[config.mk]
export PLATFORM = sky130hd
export DESIGN_NAME = line_engine_arbiter
export DESIGN_NICKNAME = d
export VERILOG_FILES = /design/src/rtl/line_engine_arbiter.sv
export SDC_FILE = /design/constraint.sdc
export NUM_CORES = 1
export LEC_CHECK = 0
export CAP_MARGIN = 0
export CORE_ASPECT_RATIO = 0.6
export CORE_MARGIN = 2
export CORE_UTILIZATION = 30
export CTS_CLUSTER_SIZE = 28
export DETAILED_ROUTE_END_ITERATION = 16
export DONT_BUFFER_PORTS = 1
export PLACE_DENSITY_LB_ADDON = 0.12
export SYNTH_ARGS = -nofsm -noshare
export SYNTH_HDL_FRONTEND = slang
export SYNTH_SLANG_ARGS = --single-unit
[constraint.sdc]
create_clock -name clk -period 1.96 [get_ports clk]
set_input_delay 0.392 -clock clk [delete_from_list [all_inputs] [get_ports clk]]
set_output_delay 0.392 -clock clk [all_outputs]
set_load 0.05 [all_outputs]
[src/rtl/line_engine_arbiter.sv]
`default_nettype none
// ============================================================================
// Module   : line_engine_arbiter
// Function : Round-robin arbiter that shares one line-drawing engine between
//            two command requesters. It latches the winning command, launches
//            the engine, forwards its pixel stream tagged with the owner and
//            guards against a hung engine with a watchdog plus drain phase.
// Revision : 1.0 - initial release
// ============================================================================
module line_engine_arbiter #(
    parameter int TIMEOUT = 1024,
    parameter int CW      = 11
) (
    input  logic       clk,
    input  logic       rst_n,

    input  logic [1:0] req,
    input  logic [7:0] r0_x0,
    input  logic [7:0] r0_y0,
    input  logic [7:0] r0_x1,
    input  logic [7:0] r0_y1,
    input  logic [7:0] r1_x0,
    input  logic [7:0] r1_y0,
    input  logic [7:0] r1_x1,
    input  logic [7:0] r1_y1,
    output logic [1:0] ack,
    output logic [1:0] cmd_done,
    output logic [1:0] cmd_err,

    output logic       eng_start,
    output logic [7:0] eng_x0,
    output logic [7:0] eng_y0,
    output logic [7:0] eng_x1,
    output logic [7:0] eng_y1,
    input  logic       eng_pixel_valid,
    input  logic [7:0] eng_x,
    input  logic [7:0] eng_y,
    input  logic       eng_busy,
    input  logic       eng_done,

    output logic       pix_valid,
    output logic [7:0] pix_x,
    output logic [7:0] pix_y,
    output logic       pix_owner,
    output logic       arb_busy
);

    localparam logic [1:0] S_IDLE   = 2'd0;
    localparam logic [1:0] S_LAUNCH = 2'd1;
    localparam logic [1:0] S_WAIT   = 2'd2;
    localparam logic [1:0] S_DRAIN  = 2'd3;

    // Watchdog value seen during the last permitted WAIT cycle.
    localparam logic [CW-1:0] c_wdog_last = CW'(TIMEOUT - 1);

    logic [1:0]    r_state;
    logic          r_owner;
    logic          r_last_grant;
    logic [CW-1:0] r_wdog;

    logic          w_grant_id;
    logic [7:0]    w_sel_x0;
    logic [7:0]    w_sel_y0;
    logic [7:0]    w_sel_x1;
    logic [7:0]    w_sel_y1;
    logic          w_fwd_window;

    // Pick the winner: a lone requester wins, on contention the one not served last.
    always_comb begin
        w_grant_id = (req == 2'b11) ? ~r_last_grant : req[1];
        w_sel_x0   = w_grant_id ? r1_x0 : r0_x0;
        w_sel_y0   = w_grant_id ? r1_y0 : r0_y0;
        w_sel_x1   = w_grant_id ? r1_x1 : r0_x1;
        w_sel_y1   = w_grant_id ? r1_y1 : r0_y1;
        // Engine pixels belong to the current command only while it is live.
        w_fwd_window = (r_state == S_WAIT) || (r_state == S_LAUNCH);
    end

    // Command FSM: grant, launch, watch for completion or hang, drain a hung engine.
    always_ff @(posedge clk) begin
        if (!rst_n) begin
            r_state      <= S_IDLE;
            r_owner      <= 1'b0;
            r_last_grant <= 1'b1;
            r_wdog       <= '0;
            ack          <= 2'b00;
            cmd_done     <= 2'b00;
            cmd_err      <= 2'b00;
            eng_start    <= 1'b0;
            eng_x0       <= 8'd0;
            eng_y0       <= 8'd0;
            eng_x1       <= 8'd0;
            eng_y1       <= 8'd0;
            arb_busy     <= 1'b0;
        end else begin
            // Status strobes are single-cycle pulses unless re-asserted below.
            ack       <= 2'b00;
            cmd_done  <= 2'b00;
            cmd_err   <= 2'b00;
            eng_start <= 1'b0;

            case (r_state)
                S_IDLE: begin
                    if (req != 2'b00) begin
                        eng_x0            <= w_sel_x0;
                        eng_y0            <= w_sel_y0;
                        eng_x1            <= w_sel_x1;
                        eng_y1            <= w_sel_y1;
                        r_owner           <= w_grant_id;
                        r_last_grant      <= w_grant_id;
                        ack[w_grant_id]   <= 1'b1;
                        eng_start         <= 1'b1;
                        r_state           <= S_LAUNCH;
                        arb_busy          <= 1'b1;
                    end
                end

                S_LAUNCH: begin
                    r_wdog  <= '0;
                    r_state <= S_WAIT;
                end

                S_WAIT: begin
                    r_wdog <= r_wdog + CW'(1);
                    // Completion takes priority over a coincident timeout.
                    if (eng_done) begin
                        cmd_done[r_owner] <= 1'b1;
                        r_state           <= S_IDLE;
                        arb_busy          <= 1'b0;
                    end else if (r_wdog == c_wdog_last) begin
                        cmd_err[r_owner]  <= 1'b1;
                        r_state           <= S_DRAIN;
                    end
                end

                S_DRAIN: begin
                    // Late completions are swallowed; wait for a fully quiet engine.
                    if (!eng_busy && !eng_done) begin
                        r_state  <= S_IDLE;
                        arb_busy <= 1'b0;
                    end
                end

                default: begin
                    r_state  <= S_IDLE;
                    arb_busy <= 1'b0;
                end
            endcase
        end
    end

    // Forward engine pixels with one cycle of latency, tagged with the owner.
    always_ff @(posedge clk) begin
        if (!rst_n) begin
            pix_valid <= 1'b0;
            pix_x     <= 8'd0;
            pix_y     <= 8'd0;
            pix_owner <= 1'b0;
        end else begin
            pix_valid <= eng_pixel_valid && w_fwd_window;
            pix_x     <= eng_x;
            pix_y     <= eng_y;
            pix_owner <= r_owner;
        end
    end

endmodule
`default_nettype wire

======== After elaboration in Yosys (flattened, before gate mapping) ========
Cells that the tools add are included.
operators by class
  bitwise operators ....................... 4
  eq/ne operators ......................... 9
  reduce and logical (&&, ||, !) cells .... 18
  add/sub/neg operators ................... 1
  multiplexer cells ....................... 20
  $lt $le $gt $ge ......................... 4
operators by type and width
  kind                     number
  $mux W8                  4
  $pmux W11 S2             1
  $add A11 B1 Y11 const B  1
  $eq A11 B10 Y1 const B   1
  $reduce_and A3 Y1        3
  $mux W2                  4
  $pmux W2 S4              1
  $mux W1                  7
  $eq A2 B2 Y1 const B     3
  $ne A2 B2 Y1 const B     3
  $logic_and A1 B1 Y1      4
  $lt A1 B2 Y1 const B     2
  $not A1 Y1               4
  $reduce_and A2 Y1        2
  $reduce_and A4 Y1        1
  $reduce_bool A2 Y1       2
  $reduce_or A4 Y1         1
  $ne A3 B2 Y1 const B     1
  $pmux W1 S3              1
  $reduce_bool A3 Y1       1
  $demux W1 S1             2
  $eq A2 B1 Y1 const B     1
  $ge A1 B1 Y1 const B     2
  $logic_not A1 Y1         2
  2 further kinds          2
word-level totals
  output and inout port bits .............. 58
  flip-flop bits (word level) ............. 73
  word-level logic and storage cells ...... 73
  input bits .............................. 87

======== Longest topological paths before layout ========
Gate-level depths: netlist of run 1.
  depth in word-level cells ............... 6
  mapped depth ............................ 7

======== Worst setup path before layout of run 1 ========
Ideal clock, no wire load.
  path kind ............................... reg-to-reg
  start point ............................. register r_state[0]
  end point ............................... register arb_busy
  required time ........................... 1,890 ps
  path slack .............................. 330 ps
  stages on the path, launching flop included .. 6
  buffers on the path ..................... 0
  arrival ................................. 1,560 ps
  path through ............................ dfxtp_1 inv_1 ha_1 a221o_1 or4_1 a21boi_1
on the way
  cells in the longest elaborated chain, start to end .. 3
  elaborated cells on any way between the ends .. 9
  those cells by class .................... eq/ne: 5; mux: 1; reduce/logical: 3
RTL lines
  element                                                              line  RTL
  start, declared                                                      56    logic [1:0] r_state;
  start signal, assigned                                               82    r_state <= S_IDLE;
  start signal, assigned                                               113   r_state <= S_LAUNCH;
  start signal, assigned                                               120   r_state <= S_WAIT;
  $eq A2 B2 Y1 or $logic_not A2 Y1 (tied branches)                     102   case (r_state)
  $ne A2 B2 Y1 (no source line) or $reduce_bool A3 Y1 (tied branches)  n/a
  $reduce_and A4 Y1 (no source line)                                   n/a
  end signal, assigned                                                 94    arb_busy <= 1'b0;
  end signal, assigned                                                 114   arb_busy <= 1'b1;
  end signal, assigned                                                 129   arb_busy <= 1'b0;
  end, declared                                                        45    output logic arb_busy
Several ways; a longest one is shown, not always the timed one.
A chain may end at the register's enable or synchronous reset.

======== Worst setup path after layout of run 1 ========
Ends and elaborated chain as after synthesis.

==> results_dict.tcl, run 1 <==
set metrics [dict create \
    layout_commonest_cell "dfxtp_1" \
    synth_compound_area_frac 0.148 \
    min-delay-start "rst_n" \
    worstPathArrival_ns 2.07 \
    setup_viol 0 \
    use_met3 0.0694 \
    drive_gt1_frac 0.0796 \
    worstSetupPathType "register to register" \
    htreeDepth 3 \
    layout_common_cells "dfxtp_1 (73), nand2_1 (40), mux2i_1 (33), o211a_1 (32), and2_1 (19)" \
    status "finished clean" \
    cts.repair.resized 0 \
    clkSinkCount 73 \
    antenna_found_initial 0 \
    rsz0062_at_grt "no" \
    numCtsBuffers 9 \
    drc 0 \
    cts_buffer_depth 2 \
    detail-route-antenna-nets 0 \
    synthCells 286 \
    synthSimpleGateAreaFrac 0.158 \
    maxSlewViolCount 0 \
    grt_pass1_vias 1855 \
    hold_violations 0 \
    start_util 0.314 \
    fin_crit_sh 0.925 \
    die-area_um2 10600 \
    min_path_type "input pin to register" \
    synth_cell_type_count 33 \
    path_max_fanout 7 \
    ys_seq_area_frac 0.499 \
    ios 145 \
    routed_wl_mm 6.10 \
    vias 2000 \
    place_hpwl_mm 4.16 \
    peakVddDrop_uv 557 \
    rr_startpoint "r_state[0]" \
    drv_cap 0 \
    cts_tree "built" \
    required_ns 2.22 \
    crit_path_end_kind "register" \
    leakage_nw 1.62 \
    root_buffer "clkbuf_16" \
    via_per_inst 4.77 \
    firstDrtPassIters 4 \
    rows 27 \
    synth_top_family_by_area "simple AND/OR/NAND/NOR gates" \
    holdWs_ns 0.152 \
    syn_area_per_cell_um2 10.2 \
    grt_pass1_wl_mm 9.67 \
    met2_usage 0.163 \
    antennaDiodeCount 0 \
    fin_skew_ns 0.00771 \
    worstMarginPinSlew_ns 0.538 \
    ys_warn_count 0 \
    yosys-mux-area-fraction 0.113 \
    synth_seq_cells 73 \
    grt.busiest_layer "met2" \
    area_growth_pct 17.2 \
    startpoint "r_state[0]" \
    period_needed_ns 1.81 \
    synth_area_um2 2930 \
    max-slew-margin-rel 0.641 \
    clkLatencyLatePin_ns 0.33 \
    cts_setup_buffers 0 \
    drt-initial-drc-count 55 \
    layout.nets 377 \
    port_buffers 0 \
    place_ws_ns 0.175 \
    synth_xor_area_frac 0.0209 \
    power.density_nw_per_um2 1460 \
    gr-total-overflow 0 \
    timing.final.ws_setup_ns 0.147 \
    gp_congestion 0.707 \
    holdBufCountCts 0 \
    wl_per_cell_um 14.6 \
    core_area_um2 9320 \
    grt_max_degree 63 \
    clk_pin_slew_ns 0.06 \
    use_met1 0.151 \
    synth_adder_area_share 0.0257 \
    tns_ns 0 \
    dieHeight_um 80.5 \
    grtUsageTotal 0.120 \
    syn_nets 379 \
    startpoint_type "register" \
    dieWidth_um 132 \
    fmax_mhz 552 \
]
==> cell type report <==
| class | instances | area (µm²) |
|---|---|---|
| sequential | 73 | 1460 |
| clock buffer | 10 | 239 |
| tap | 130 | 163 |
| clock inverter | 6 | 105 |
| timing repair buffer | 5 | 62.6 |
| multi-input combinational | 190 | 1380 |
| fill | 951 | 5890 |
| inverter | 5 | 18.8 |
==> worst max-delay path, cell delays in order, from the launching register on <==
cell and delay, ns:
dfxtp_1 0.39, inv_1 0.11, ha_1 0.29, a221o_1 0.38, or4_1 0.41, a21boi_1 0.15
==> power by group <==
part	leakage, nW	switching [mW]	internal [mW]
clock network	0.172	0.604	1.27
logic	0.843	0.343	0.308
registers	0.603	0.783	1.69
total	1.62	1.73	3.27
==> cells by family after synthesis <==
group	after synthesis
adders and majority gates	6
AOI/OAI and AO/OA	51
xor gates and xnor gates	7
and+or+nand+nor	93
DFF	73
muxes	33
buffers and inverters	23
==> final timing paths <==
kind / end / slack, ns / cells after the start
setup / recovery: arb_busy / 0.15 / 5
hold / removal: r_last_grant / 0.15 / 1
setup reg to reg: arb_busy / 0.15 / 5
hold reg to reg: cmd_done[0] / 0.45 / 1
==> registers in the layout (all words and copies together) (netlist names), 2 cells and up <==
name	cells
pix_y	8
eng_y1	8
cmd_err	2
pix_x	8
eng_x0	8
r_wdog	11
r_state	2
ack	2
eng_x1	8
eng_y0	8
cmd_done	2
==> synthesized netlist by cell type (all sizes together) <==
| cell type | number | share of area |
|---|---|---|
| a21boi | 3 | 0.0077 |
| a21oi | 5 | 0.0085 |
| a221o | 1 | 0.0034 |
| and2 | 19 | 0.041 |
| and3 | 4 | 0.0085 |
| and3b | 1 | 0.0030 |
| and4 | 2 | 0.0060 |
| buf | 8 | 0.016 |
| clkbuf | 10 | 0.013 |
| dfxtp | 73 | 0.50 |
| ha | 6 | 0.026 |
| inv | 5 | 0.0064 |
| mux2i | 33 | 0.11 |
| nand2 | 40 | 0.051 |
| nand3 | 5 | 0.0085 |
| nand4 | 3 | 0.0064 |
| nand4b | 1 | 0.0030 |
| nor2 | 9 | 0.012 |
| nor2b | 3 | 0.0064 |
| nor3 | 2 | 0.0034 |
| nor3b | 1 | 0.0026 |
| o211a | 32 | 0.11 |
| o21a | 1 | 0.0026 |
| o21ai | 8 | 0.014 |
| o21bai | 1 | 0.0026 |
| or3 | 2 | 0.0043 |
| or4 | 1 | 0.0026 |
| xnor2 | 2 | 0.0060 |
| xor2 | 5 | 0.015 |
==> metrics by stage <==
step                      cells  power, mW  instance area [µm²]  utilization
after floorplan             286       2.98                 2930            -
after global placement      403       3.17                 3090        0.331
after detailed placement    403       3.17                 3090        0.331
after CTS                   419       5.09                 3430        0.368
after global routing        419       5.26                 3430        0.368
final                       419       5.00                 3430        0.368
==> layer usage <==
metal | share of wire | vias up
met4 | 0.014 | 0
met5 | 0 | -
met3 | 0.12 | 9
met2 | 0.39 | 106
li1 | - | 995
met1 | 0.48 | 890
No activity file was read; power rests on OpenSTA's default activity.
==> inputs of run 2 (changes only) <==
--- a/config.mk
+++ b/config.mk
@@ -5,8 +5,6 @@
 export SDC_FILE = /design/constraint.sdc
 export NUM_CORES = 1
 export LEC_CHECK = 0
-export CAP_MARGIN = 0
-export CORE_ASPECT_RATIO = 0.6
 export CORE_MARGIN = 2
 export CORE_UTILIZATION = 30
 export CTS_CLUSTER_SIZE = 28
==> run 2 against run 1 <==
Combinational power decreased by 2%. Clock power decreased by 36%. Critical path type unchanged. Count of clock-buffer cells in the layout increased by 2. Global-route usage about the same. Worst hold slack got worse by 0.025 ns. Register-to-register slack improved by 0.02 ns. Sequential power about the same.
==> results_dict.tcl, run 2 (synthesized netlist as in run 1, its figures left out) <==
set metrics [dict create \
    status "finished clean" \
    ios 145 \
    rrSetupSlack_ns 0.17 \
    rows 36 \
    maxSlewViolCount 0 \
    gr-total-overflow 0 \
    cp_cell_sequence "inv_1, ha_1, a221o_1, or4_1, a21boi_1" \
    path_max_fanout 7 \
    routed_wl_mm 6.21 \
    ff2ff_path_depth 5 \
    num-fill-cells 1019 \
    worst_r2r_endpoint "arb_busy" \
    area_growth_pct 12.3 \
    drt-initial-drc-count 47 \
    combinationalPowerShare 0.149 \
    clkSinkCount 73 \
    sw_frac_of_total 0.388 \
    p_sw_mw 1.67 \
    detail-route-antenna-nets 0 \
    min-delay-start "rst_n" \
    hold_violations 0 \
    drive_gt1_frac 0.0729 \
    fin_crit_sh 0.915 \
    startpoint_type "register" \
    htreeDepth 3 \
    fin_skew_ns 0.00619 \
    crit_path_max_incr_delay_ns 0.42 \
    leakage_nw 1.55 \
    firstDrtPassIters 4 \
    place_ws_ns 0.196 \
    worstMarginPinSlew_ns 0.541 \
    via_per_inst 4.69 \
    intPower_mw 2.64 \
    tns_ns 0 \
    startpoint "r_state[0]" \
    drv_cap 0 \
    holdWs_ns 0.127 \
    numCtsBuffers 9 \
    timing.final.ws_setup_ns 0.166 \
    setup_viol 0 \
    max-slew-margin-rel 0.639 \
    drc 0 \
    grtUsageTotal 0.120 \
    top_register "r_wdog" \
    largest_register_ffs 11 \
    antenna_found_initial 0 \
    power.density_nw_per_um2 1310 \
    worstSetupPathType "register to register" \
    layout_commonest_cell "dfxtp_1" \
    grt_max_degree 63 \
    cts_buffer_depth 2 \
    wl_per_cell_um 14.7 \
    peakVddDrop_uv 538 \
    layout.nets 377 \
    vias 1974 \
    start_util 0.304 \
    cts.repair.resized 0 \
    holdBufCountCts 0 \
    post-route-util 0.341 \
    clk_pin_slew_ns 0.08 \
    dieWidth_um 103 \
    root_buffer "clkbuf_8" \
    grt_pass1_wl_mm 9.43 \
    cts_setup_buffers 0 \
    clkLatencyLatePin_ns 0.35 \
    antennaDiodeCount 0 \
    worstPathArrival_ns 2.08 \
    required_ns 2.24 \
    cts_tree "built" \
    core_area_um2 9640 \
    power_frac_seq 0.574 \
    clockPowerShare 0.277 \
    place_hpwl_mm 4.25 \
    port_buffers 0 \
    min_path_type "input pin to register" \
    gp_congestion 0.733 \
    rsz0062_at_grt "no" \
    die-area_um2 10600 \
    dieHeight_um 103 \
    layout_common_cells "dfxtp_1 (73), nand2_1 (40), mux2i_1 (33), o211a_1 (32), and2_1 (19)" \
    crit_path_end "arb_busy" \
    cpMaxStageDelayCell "or4_1" \
    fmax_mhz 557 \
    rr_startpoint "r_state[0]" \
    crit_path_end_kind "register" \
    period_needed_ns 1.79 \
    grt_pass1_vias 1938 \
]
-- run 2: changes by cell type in the layout (fill, tap and decap cells not counted), sizes merged --
cell | before | now
bufinv | 3 | 1
clkbuf | 10 | 12
clkinv | 3 | 2
-- run 2: power groups by stage --
stage                     combinational [mW]  sequential, mW  clock [mW]
after floorplan                        0.522            2.46           0
after global placement                 0.643            2.51           0
after detailed placement               0.652            2.51           0
after CTS                              0.655            2.48        1.25
after global routing                   0.738            2.50        1.31
final                                  0.642            2.47        1.19
-- run 2: per-stage QoR --
stage | area, µm² | total power, mW | cells
after floorplan | 2930 | 2.98 | 286
after global placement | 3090 | 3.16 | 406
after detailed placement | 3090 | 3.16 | 406
after CTS | 3290 | 4.38 | 421
after global routing | 3290 | 4.55 | 421
final | 3290 | 4.31 | 421
-- run 2: worst min path at each step --
stage / slack (ns) / to / depth (start not counted)
after floorplan: 0.41 / cmd_done[0] / 1
after global placement: 0.44 / cmd_done[0] / 1
after detailed placement: 0.45 / cmd_done[0] / 1
after CTS: 0.10 / r_last_grant / 1
after global routing: 0.12 / r_last_grant / 1
final: 0.13 / r_last_grant / 1
-- run 2: worst max-delay path, delay by kind of cell, from the launching register on --
kind | cells | cell delay [ns]
AO/OA/AOI/OAI | 2 | 0.53
adder cells (fa/ha/maj) | 1 | 0.29
buffers and inverters | 1 | 0.11
flip-flops | 1 | 0.39
AND/OR/NAND/NOR | 1 | 0.42
-- run 2: routing by layer --
metal  share of wire  up-vias  track usage
met3           0.094        7       0.0556
met2            0.46       87        0.200
li1                -      985            -
met4           0.016        0       0.0486
met1            0.42      895        0.133
met5               0        -            0
-- run 2: area by class of cell --
| type | count | area [µm²] | area share |
|---|---|---|---|
| multi-input combinational | 190 | 1380 | 0.420 |
| sequential | 73 | 1460 | 0.445 |
| clock inverter | 3 | 40.0 | 0.0122 |
| tap | 133 | 166 | 0.0506 |
| clock buffer | 12 | 155 | 0.0472 |
| inverter | 5 | 18.8 | 0.00571 |
| timing repair buffer | 5 | 62.6 | 0.0190 |
==> inputs of run 3 (changes only) <==
--- a/config.mk
+++ b/config.mk
@@ -6,7 +6,7 @@
 export NUM_CORES = 1
 export LEC_CHECK = 0
 export CORE_MARGIN = 2
-export CORE_UTILIZATION = 30
+export CORE_UTILIZATION = 42
 export CTS_CLUSTER_SIZE = 28
 export DETAILED_ROUTE_END_ITERATION = 16
 export DONT_BUFFER_PORTS = 1
==> run 3 against run 2 <==
Count of clock-buffer cells in the layout down 2. Sequential cell count unchanged. Cell area down 2.0%. Die area down 28%. First-iteration DRC count down 19%. Clock skew down 0.0021 ns. Setup slack better by 0.037 ns. Sequential power about the same. Routed wire length down 8.1%. Power up 0.51%. Global-route usage up 3.2 points.
==> results_dict.tcl, run 3 (synthesized netlist as in run 1, its figures left out) <==
set metrics [dict create \
    peakVddDrop_uv 538 \
    cts.repair.resized 0 \
    firstDrtPassIters 5 \
    dieWidth_um 87.5 \
    place_hpwl_mm 3.94 \
    rows 30 \
    routed_wl_mm 5.71 \
    cp_top_family "compound AO/OA/AOI/OAI gates" \
    post-route-util 0.476 \
    rrSetupSlack_ns 0.20 \
    num-fill-cells 645 \
    fin_skew_ns 0.00409 \
    cpMaxStageDelayCell "or4_1" \
    grt_pass1_wl_mm 8.84 \
    startpoint_type "register" \
    vias 1983 \
    worstPathArrival_ns 2.02 \
    power.density_nw_per_um2 1350 \
    multi_input_area_um2 1380 \
    dpl.cell_count 351 \
    leakage_nw 1.54 \
    clk_pin_slew_ns 0.07 \
    clkLatencyLatePin_ns 0.33 \
    gp_congestion 0.739 \
    crit_path_max_incr_delay_ns 0.40 \
    ff2ff_path_depth 5 \
    holdBufCountCts 0 \
    worstMarginPinSlew_ns 0.549 \
    grtUsageTotal 0.152 \
    timing.final.ws_setup_ns 0.203 \
    drc 0 \
    antennaDiodeCount 0 \
    path_max_fanout 7 \
    grt_pass1_vias 1833 \
    htreeDepth 3 \
    place_ws_ns 0.231 \
    largest_register_ffs 11 \
    period_needed_ns 1.76 \
    rr_startpoint "r_state[0]" \
    grt_max_degree 64 \
    antenna_found_initial 0 \
    cts_setup_buffers 0 \
    drive_gt1_frac 0.0697 \
    startpoint "r_state[0]" \
    area_growth_pct 10.0 \
    cts_tree "built" \
    ios 145 \
    detail-route-antenna-nets 0 \
    crit_buf_inv 1 \
    rsz0062_at_grt "no" \
    hold_violations 0 \
    crit_cells 5 \
    drv_cap 0 \
    top_register "r_wdog" \
    wl_per_cell_um 15.5 \
    via_per_inst 5.40 \
    maxSlewViolCount 0 \
    fmax_mhz 569 \
    setup_viol 0 \
    crit_path_end_kind "register" \
    cts_buffer_depth 2 \
    worstSetupPathType "register to register" \
    tns_ns 0 \
    gr-total-overflow 0 \
    required_ns 2.23 \
    fin_crit_sh 0.896 \
    status "finished clean" \
    layout.nets 375 \
    layout_commonest_cell "dfxtp_1" \
    p_total_mw 4.33 \
    post_dp_cell_area_um2 3010 \
    start_util 0.433 \
    holdWs_ns 0.177 \
    finalNonFillerCells 367 \
    regArea_um2 1460 \
    core_area_um2 6760 \
    cp_cell_sequence "inv_1, ha_1, a221o_1, or4_1, a21boi_1" \
    min_path_type "input pin to register" \
    port_buffers 0 \
    final_area_um2 3220 \
    max-slew-margin-rel 0.633 \
    clkSinkCount 73 \
    min-delay-start "rst_n" \
    layout_common_cells "dfxtp_1 (73), nand2_1 (40), mux2i_1 (33), o211a_1 (32), and2_1 (19)" \
    root_buffer "clkbuf_8" \
    worstHoldPathCells 1 \
    die-area_um2 7650 \
    dieHeight_um 87.5 \
    drt-initial-drc-count 38 \
    numCtsBuffers 9 \
]
[run 3: changes by cell type in the layout (fill, tap and decap cells not counted), sizes merged]
| cell | before | now |
|---|---|---|
| buf | 5 | 3 |
| clkbuf | 12 | 10 |
| bufinv | 1 | 2 |
| clkinv | 2 | 3 |
| clkinvlp | 0 | 1 |
[run 3: area by class of cell]
class | count | share of cell area
Timing Repair Buffer | 3 | 0.0148
Clock buffer | 10 | 0.0396
Clock inverter | 6 | 0.0257
Sequential cell | 73 | 0.454
Inverter | 5 | 0.00583
Tap cell | 80 | 0.0311
Multi-Input combinational cell | 190 | 0.429
[run 3: routing by layer]
| metal | global-route usage | wire, µm |
|---|---|---|
| met3 | 0.0730 | 508 |
| met1 | 0.173 | 2380 |
| met2 | 0.242 | 2770 |
| met5 | 0 | 0 |
| met4 | 0.0629 | 52 |
[run 3: final timing paths]
check,endpoint
worst max-delay path,arb_busy
worst min-delay path,r_last_grant
worst max register to register,arb_busy
worst min register to register,cmd_done[0]
[run 3: where the power goes]
group | switching (mW) | leakage, nW | internal (mW)
combinational | 0.327 | 0.833 | 0.290
clock | 0.531 | 0.106 | 0.710
sequential | 0.785 | 0.603 | 1.69
